[config.mk]
export PLATFORM = sky130hd
export DESIGN_NAME = lab6_seq_tx
export DESIGN_NICKNAME = d
export VERILOG_FILES = /design/src/rtl/lab6_seq_pkg.sv /design/src/rtl/lab6_seq_match.sv /design/src/rtl/lab6_seq_tx.sv
export SDC_FILE = /design/constraint.sdc
export NUM_CORES = 1
export LEC_CHECK = 0
export ABC_AREA = 0
export BUFFER_PORTS_ARGS = -buffer_cell sky130_fd_sc_hd__buf_4
export CAP_MARGIN = 20
export CORE_MARGIN = 4
export CORE_UTILIZATION = 59
export DETAILED_ROUTE_END_ITERATION = 16
export PLACE_DENSITY = 0.87
export SLEW_MARGIN = 25
export SYNTH_ARGS = -nofsm -noshare
export SYNTH_HDL_FRONTEND = slang
export SYNTH_SLANG_ARGS = --single-unit
[constraint.sdc]
create_clock -name clock -period 5.46 [get_ports clock]
set_clock_uncertainty 0.2 [all_clocks]
set_input_delay 0.546 -clock clock [delete_from_list [all_inputs] [get_ports clock]]
set_output_delay 0.546 -clock clock [all_outputs]
set_load 0.05 [all_outputs]
[src/rtl/lab6_seq_pkg.sv]
// Shared types and constants for the lab6 serial transmitter and its "1101" matcher.
// Latency: n/a (declarations only).
// Backpressure: n/a.
package lab6_seq_pkg;

    // Transmitter FSM states.
    typedef enum logic {
        IDLE  = 1'b0,
        SHIFT = 1'b1
    } state_t;

    // Bit pattern recognised by the lab6 sequence detectors, oldest bit first.
    localparam logic [3:0] PATTERN = 4'b1101;

endpackage

[src/rtl/lab6_seq_match.sv]
// Overlapping "1101" matcher over a qualified bit stream; doubles as a golden detector model.
// Latency: match is registered, high in the cycle after the valid bit that completes the pattern.
// Backpressure: none; cycles with bit_vld=0 neither advance the history nor match.
module lab6_seq_match
    import lab6_seq_pkg::*;
(
    input  logic clock,
    input  logic rst,
    input  logic clr,
    input  logic bit_in,
    input  logic bit_vld,
    output logic match
);

    // Last three accepted bits, newest in bit 0.
    logic [2:0] hist;

    // Shift valid bits into the history and flag a completed pattern one cycle later.
    always_ff @(posedge clock) begin
        if (rst || clr) begin
            hist  <= 3'b000;
            match <= 1'b0;
        end else if (bit_vld) begin
            match <= ({hist, bit_in} == PATTERN);
            hist  <= {hist[1:0], bit_in};
        end else begin
            match <= 1'b0;
        end
    end

endmodule

[src/rtl/lab6_seq_tx.sv]
// Serial word transmitter: sends word[len-1:0] MSB-first reps+1 times, with expected "1101" response.
// Latency: first bit one cycle after the accepting edge; done one cycle after the last bit.
// Backpressure: none; start is dropped while busy or when len is out of range.
module lab6_seq_tx
    import lab6_seq_pkg::*;
#(
    parameter int WIDTH = 16,
    parameter int LEN_W = 5
) (
    input  logic             clock,
    input  logic             rst,
    input  logic             start,
    input  logic [WIDTH-1:0] word,
    input  logic [LEN_W-1:0] len,
    input  logic [3:0]       reps,
    output logic             d_out,
    output logic             d_valid,
    output logic             busy,
    output logic             done,
    output logic             exp_found
);

    // WIDTH expressed at len's width plus one, so len values above WIDTH compare correctly.
    localparam logic [LEN_W:0] WIDTH_L = (LEN_W + 1)'(WIDTH);
    localparam logic [LEN_W-1:0] ONE_L = LEN_W'(1);

    state_t           state;
    state_t           state_nxt;
    logic [WIDTH-1:0] word_r;
    logic [LEN_W-1:0] len_r;
    logic [LEN_W-1:0] bit_cnt;
    logic [3:0]       rep_cnt;
    logic             done_r;
    logic             done_nxt;
    logic             accept;
    logic             len_ok;
    logic [WIDTH-1:0] word_shift;

    assign len_ok = (len != '0) && ({1'b0, len} <= WIDTH_L);

    // Current bit selected by shifting rather than indexing, so bit_cnt's width need not match log2(WIDTH).
    assign word_shift = word_r >> bit_cnt;

    // State register.
    always_ff @(posedge clock) begin
        if (rst) begin
            state <= IDLE;
        end else begin
            state <= state_nxt;
        end
    end

    // Next-state decode: accept legal starts in IDLE, leave SHIFT after the last bit of the last repetition.
    always_comb begin
        state_nxt = state;
        accept    = 1'b0;
        done_nxt  = 1'b0;
        d_valid   = 1'b0;
        busy      = 1'b0;
        case (state)
            IDLE: begin
                if (start && len_ok) begin
                    accept    = 1'b1;
                    state_nxt = SHIFT;
                end
            end
            SHIFT: begin
                d_valid = 1'b1;
                busy    = 1'b1;
                if ((bit_cnt == '0) && (rep_cnt == 4'd0)) begin
                    state_nxt = IDLE;
                    done_nxt  = 1'b1;
                end
            end
            default: begin
                state_nxt = IDLE;
            end
        endcase
    end

    // Latch the request on acceptance, then walk the bit and repetition counters down.
    always_ff @(posedge clock) begin
        if (rst) begin
            word_r  <= '0;
            len_r   <= '0;
            bit_cnt <= '0;
            rep_cnt <= 4'd0;
            done_r  <= 1'b0;
        end else begin
            done_r <= done_nxt;
            if (accept) begin
                word_r  <= word;
                len_r   <= len;
                bit_cnt <= len - ONE_L;
                rep_cnt <= reps;
            end else if (state == SHIFT) begin
                if (bit_cnt == '0) begin
                    if (rep_cnt != 4'd0) begin
                        rep_cnt <= rep_cnt - 4'd1;
                        bit_cnt <= len_r - ONE_L;
                    end
                end else begin
                    bit_cnt <= bit_cnt - ONE_L;
                end
            end
        end
    end

    assign d_out = d_valid & word_shift[0];
    assign done  = done_r;

    // History cleared on every accepted start so matches never join two transmissions.
    lab6_seq_match u_match (
        .clock   (clock),
        .rst     (rst),
        .clr     (accept),
        .bit_in  (d_out),
        .bit_vld (d_valid),
        .match   (exp_found)
    );

endmodule

==> impl_metrics.xml <==
<?xml version="1.0" encoding="UTF-8"?>
<metrics>
  <group name="status">
    <metric name="run_status" unit="">finished, final reports clean</metric>
  </group>
  <group name="finish">
    <metric name="finish.net_count" unit="">272</metric>
    <metric name="synthToLayoutAreaGrowth" unit="%">15.32</metric>
    <metric name="utilization" unit="%">73.95</metric>
    <metric name="finish.instance_area" unit="sq um">2110</metric>
    <metric name="layout-drive-gt1-share" unit="%">22.73</metric>
    <metric name="diodes" unit="">0</metric>
  </group>
  <group name="sta">
    <metric name="max_freq" unit="MHz">320.9</metric>
    <metric name="final.period_utilization" unit="%">57.07</metric>
    <metric name="final-max-slew-violation-count" unit="">0</metric>
    <metric name="period_needed" unit="ns">3.116</metric>
    <metric name="slew_headroom" unit="%">67.15</metric>
    <metric name="tightestPinTransition" unit="ns">0.4927</metric>
    <metric name="setup_violations" unit="">0</metric>
    <metric name="rsz0062_at_grt" unit="">no</metric>
    <metric name="fin_hold_ws" unit="ns">0.2437</metric>
    <metric name="final_hold_viol_count" unit="">0</metric>
    <metric name="tns_setup" unit="ns">0</metric>
  </group>
  <group name="floorplan">
    <metric name="initial_utilization" unit="%">64.12</metric>
    <metric name="coreArea" unit="sq um">2853</metric>
    <metric name="ioPinCount" unit="">33</metric>
    <metric name="die_x" unit="um">63.68</metric>
    <metric name="dieHeight" unit="um">63.68</metric>
    <metric name="fp.dieArea" unit="sq um">4055</metric>
    <metric name="placementRows" unit="">19</metric>
  </group>
  <group name="power">
    <metric name="finalPower" unit="uW">621.8</metric>
    <metric name="power.leakage" unit="nW">0.8302</metric>
    <metric name="power.ir.vdd_worst" unit="uV">197.2</metric>
    <metric name="power.density_cell_area" unit="nW/um^2">294.7</metric>
  </group>
  <group name="worst_setup_path">
    <metric name="crit_buf_inv" unit="">1</metric>
    <metric name="crit_top_cell" unit="">mux4_2</metric>
    <metric name="critical_path_required" unit="ns">4.71</metric>
    <metric name="critPathMaxFanout" unit="">10</metric>
    <metric name="classification_of_the_worst_setup_path" unit="">reg -&gt; out</metric>
    <metric name="cp-start-kind" unit="">register</metric>
    <metric name="crit_path_cell_trace" unit="">mux4_2 &gt; mux4_2 &gt; nand2_1 &gt; nor2_1 &gt; buf_4</metric>
    <metric name="cp_top_family" unit="">multiplexers</metric>
    <metric name="critPathCaptureType" unit="">output pin</metric>
    <metric name="cp_data_arrival_time" unit="ns">2.37</metric>
    <metric name="cpMaxStageDelayCell" unit="">dfxtp_1</metric>
    <metric name="max_stage_delay" unit="ns">0.61</metric>
  </group>
  <group name="placement">
    <metric name="globalplace.congestion" unit="">0.8848</metric>
    <metric name="place.port_buffers" unit="">32</metric>
    <metric name="detailed_place_hpwl" unit="um">2779</metric>
    <metric name="placed_cell_area" unit="sq um">2048</metric>
  </group>
  <group name="clocking">
    <metric name="clock_latency" unit="ns">0.34</metric>
    <metric name="tritoncts" unit="">yes</metric>
    <metric name="cts-buffers-inserted" unit="">5</metric>
    <metric name="cts_sinks" unit="">36</metric>
    <metric name="cts_hold_repair.buffers" unit="">0</metric>
    <metric name="cts.reportedPaths.clkPinSlew" unit="ns">0.11</metric>
    <metric name="htree_num_levels" unit="">2</metric>
    <metric name="post_cts_buffers" unit="">0</metric>
    <metric name="post_cts.resized_instances" unit="">0</metric>
    <metric name="clk_root_buffer_cell" unit="">clkbuf_4</metric>
    <metric name="clock_path_buffers" unit="">2</metric>
  </group>
  <group name="logic_synthesis">
    <metric name="synth_flop_cell" unit="">dfxtp_1</metric>
    <metric name="mean_syn_cell_area" unit="sq um">8.469</metric>
    <metric name="yosysSeqAreaShare" unit="%">39.40</metric>
    <metric name="synth_seq_cells" unit="">36</metric>
    <metric name="synth_enable_flop_cells" unit="">0</metric>
    <metric name="mappedNetlistArea" unit="sq um">1829</metric>
    <metric name="synthArstFlopShare" unit="%">0</metric>
    <metric name="synthesis.nets" unit="">247</metric>
    <metric name="synthesis.instances" unit="">216</metric>
    <metric name="synth_unique_cells" unit="">44</metric>
    <metric name="synth_warnings" unit="">0</metric>
  </group>
  <group name="flow_run">
    <metric name="maxCapViolations" unit="">0</metric>
  </group>
  <group name="grt">
    <metric name="grt_max_degree" unit="">36</metric>
    <metric name="grt_first_pass_wirelength" unit="um">6375</metric>
    <metric name="grt_pass1_vias" unit="">1451</metric>
    <metric name="global_route.usage.total" unit="%">19.48</metric>
    <metric name="initial_antenna_violation_count" unit="">0</metric>
    <metric name="gr-total-overflow" unit="">0</metric>
  </group>
  <group name="min_path">
    <metric name="timing.hold.worst.class" unit="">in -&gt; reg</metric>
  </group>
  <group name="drt">
    <metric name="dr.first_iter.drc_count" unit="">92</metric>
    <metric name="postRouteWirelength" unit="um">3724</metric>
    <metric name="post_drt_via_cell_ratio" unit="">5.872</metric>
    <metric name="post_drt_wl_per_cell" unit="um">13.64</metric>
    <metric name="drt_pre_antenna_iters" unit="">4</metric>
    <metric name="num_vias" unit="">1603</metric>
    <metric name="route.antenna.remaining_nets" unit="">0</metric>
    <metric name="drcViolationCount" unit="">0</metric>
  </group>
</metrics>
## path summary, 6_finish.rpt
kind              slack (ns)  cells past startpoint                          from                       end
setup / recovery        2.34                      5       bit_cnt[0]$_SDFFE_PP0P_                     d_out
hold / removal          0.24                      3                      word[12]   word_r[12]$_SDFFE_PP0P_
setup reg to reg        2.71                     10              state$_SDFF_PP0_   bit_cnt[4]$_SDFFE_PP0P_
hold reg to reg         0.24                      2  u_match.hist[2]$_SDFFE_PP0P_  u_match.match$_SDFF_PP0_
## worst register-to-register path, stage by stage, from the launching register on
cell      delay, ns
dfxtp_1        0.62
and3b_1        0.26
mux2_2         0.47
nand2_1        0.18
o21a_1         0.13
ha_1           0.18
inv_1          0.07
a211o_1        0.22
mux2i_1        0.13
nand4_1        0.11
o311ai_1       0.09
## kinds of logic after synthesis
| group | count (synthesis) | synth area share (%) |
|---|---|---|
| buffers and inverters | 24 | 5.541 |
| XOR/XNOR | 4 | 1.915 |
| adder cells (fa/ha/maj) | 3 | 2.052 |
| flip-flops | 36 | 39.40 |
| AO/OA/AOI/OAI | 49 | 17.03 |
| AND/OR/NAND/NOR | 86 | 22.44 |
| multiplexers | 14 | 11.63 |
## flip-flops by register name, indices dropped and copies added (netlist names)
| signal | flops |
|---|---|
| word_r | 16 |
| bit_cnt | 5 |
| len_r | 5 |
| rep_cnt | 4 |
| u_match.hist | 3 |
| done | 1 |
| state | 1 |
| u_match.match | 1 |
## cells in the mapped netlist (all sizes together) (5+ instances only)
cell type,number,area (sq um)
a21oi,27,135.1
a211oi,6,45.04
nor4,5,52.55
mux2i,7,73.82
clkbuf,5,18.77
nor3,5,25.02
buf,10,48.80
nor2,14,52.55
nand2,48,180.2
mux4,5,112.6
inv,9,33.78
dfxtp,36,720.7
## cell usage in the layout, fill, tap and decap left out, types with 2 or more instances in the layout
master	netlist	routed
nand2_1	48	48
dfxtp_1	36	36
buf_4	1	33
a21oi_1	27	27
nor2_1	14	14
inv_1	9	9
mux2i_1	6	6
a211oi_1	6	6
mux4_2	5	5
nor3_1	5	5
clkbuf_4	0	5
xnor2_1	4	4
nand3_1	3	3
nor4_1	3	3
ha_1	3	3
o21ai_0	2	2
nand2b_1	2	2
a311oi_1	2	2
o311ai_1	2	2
a211o_1	2	2
clkinv_2	0	2
## area by class of cell
class	count	area, sq um
clock buffers	6	51.30
clock inverters	2	10.01
well taps	31	38.79
flip-flops and latches	36	720.7
inverters	9	33.78
repair buffers	33	247.7
multi-input cells	156	1007
fillers	235	743.2
## per-layer routing
| metal | global-route usage [%] | wire length, um | share of wire (%) |
|---|---|---|---|
| met1 | 24.72 | 1639 | 44 |
| met2 | 32.33 | 1842 | 49 |
| met3 | 5.151 | 192 | 5.2 |
| met4 | 5.660 | 49 | 1.3 |
| met5 | 0 | 0 | 0 |
## report_power, final
| group | total (mW) | switching [mW] | internal, mW | leakage, nW |
|---|---|---|---|---|
| Combinational | 0.164 | 0.0848 | 0.0791 | 0.498 |
| Sequential | 0.311 | 0.0285 | 0.282 | 0.294 |
| Clock | 0.147 | 0.0860 | 0.0613 | 0.0380 |
## metrics by stage
step	worst slack (ns)	std cells
after detailed placement	2.383	265
after global placement	2.456	265
after global routing	2.198	273
after floorplan	2.648	216
after CTS	2.307	273
final	2.344	273
Power figures use the tool's default switching activity.
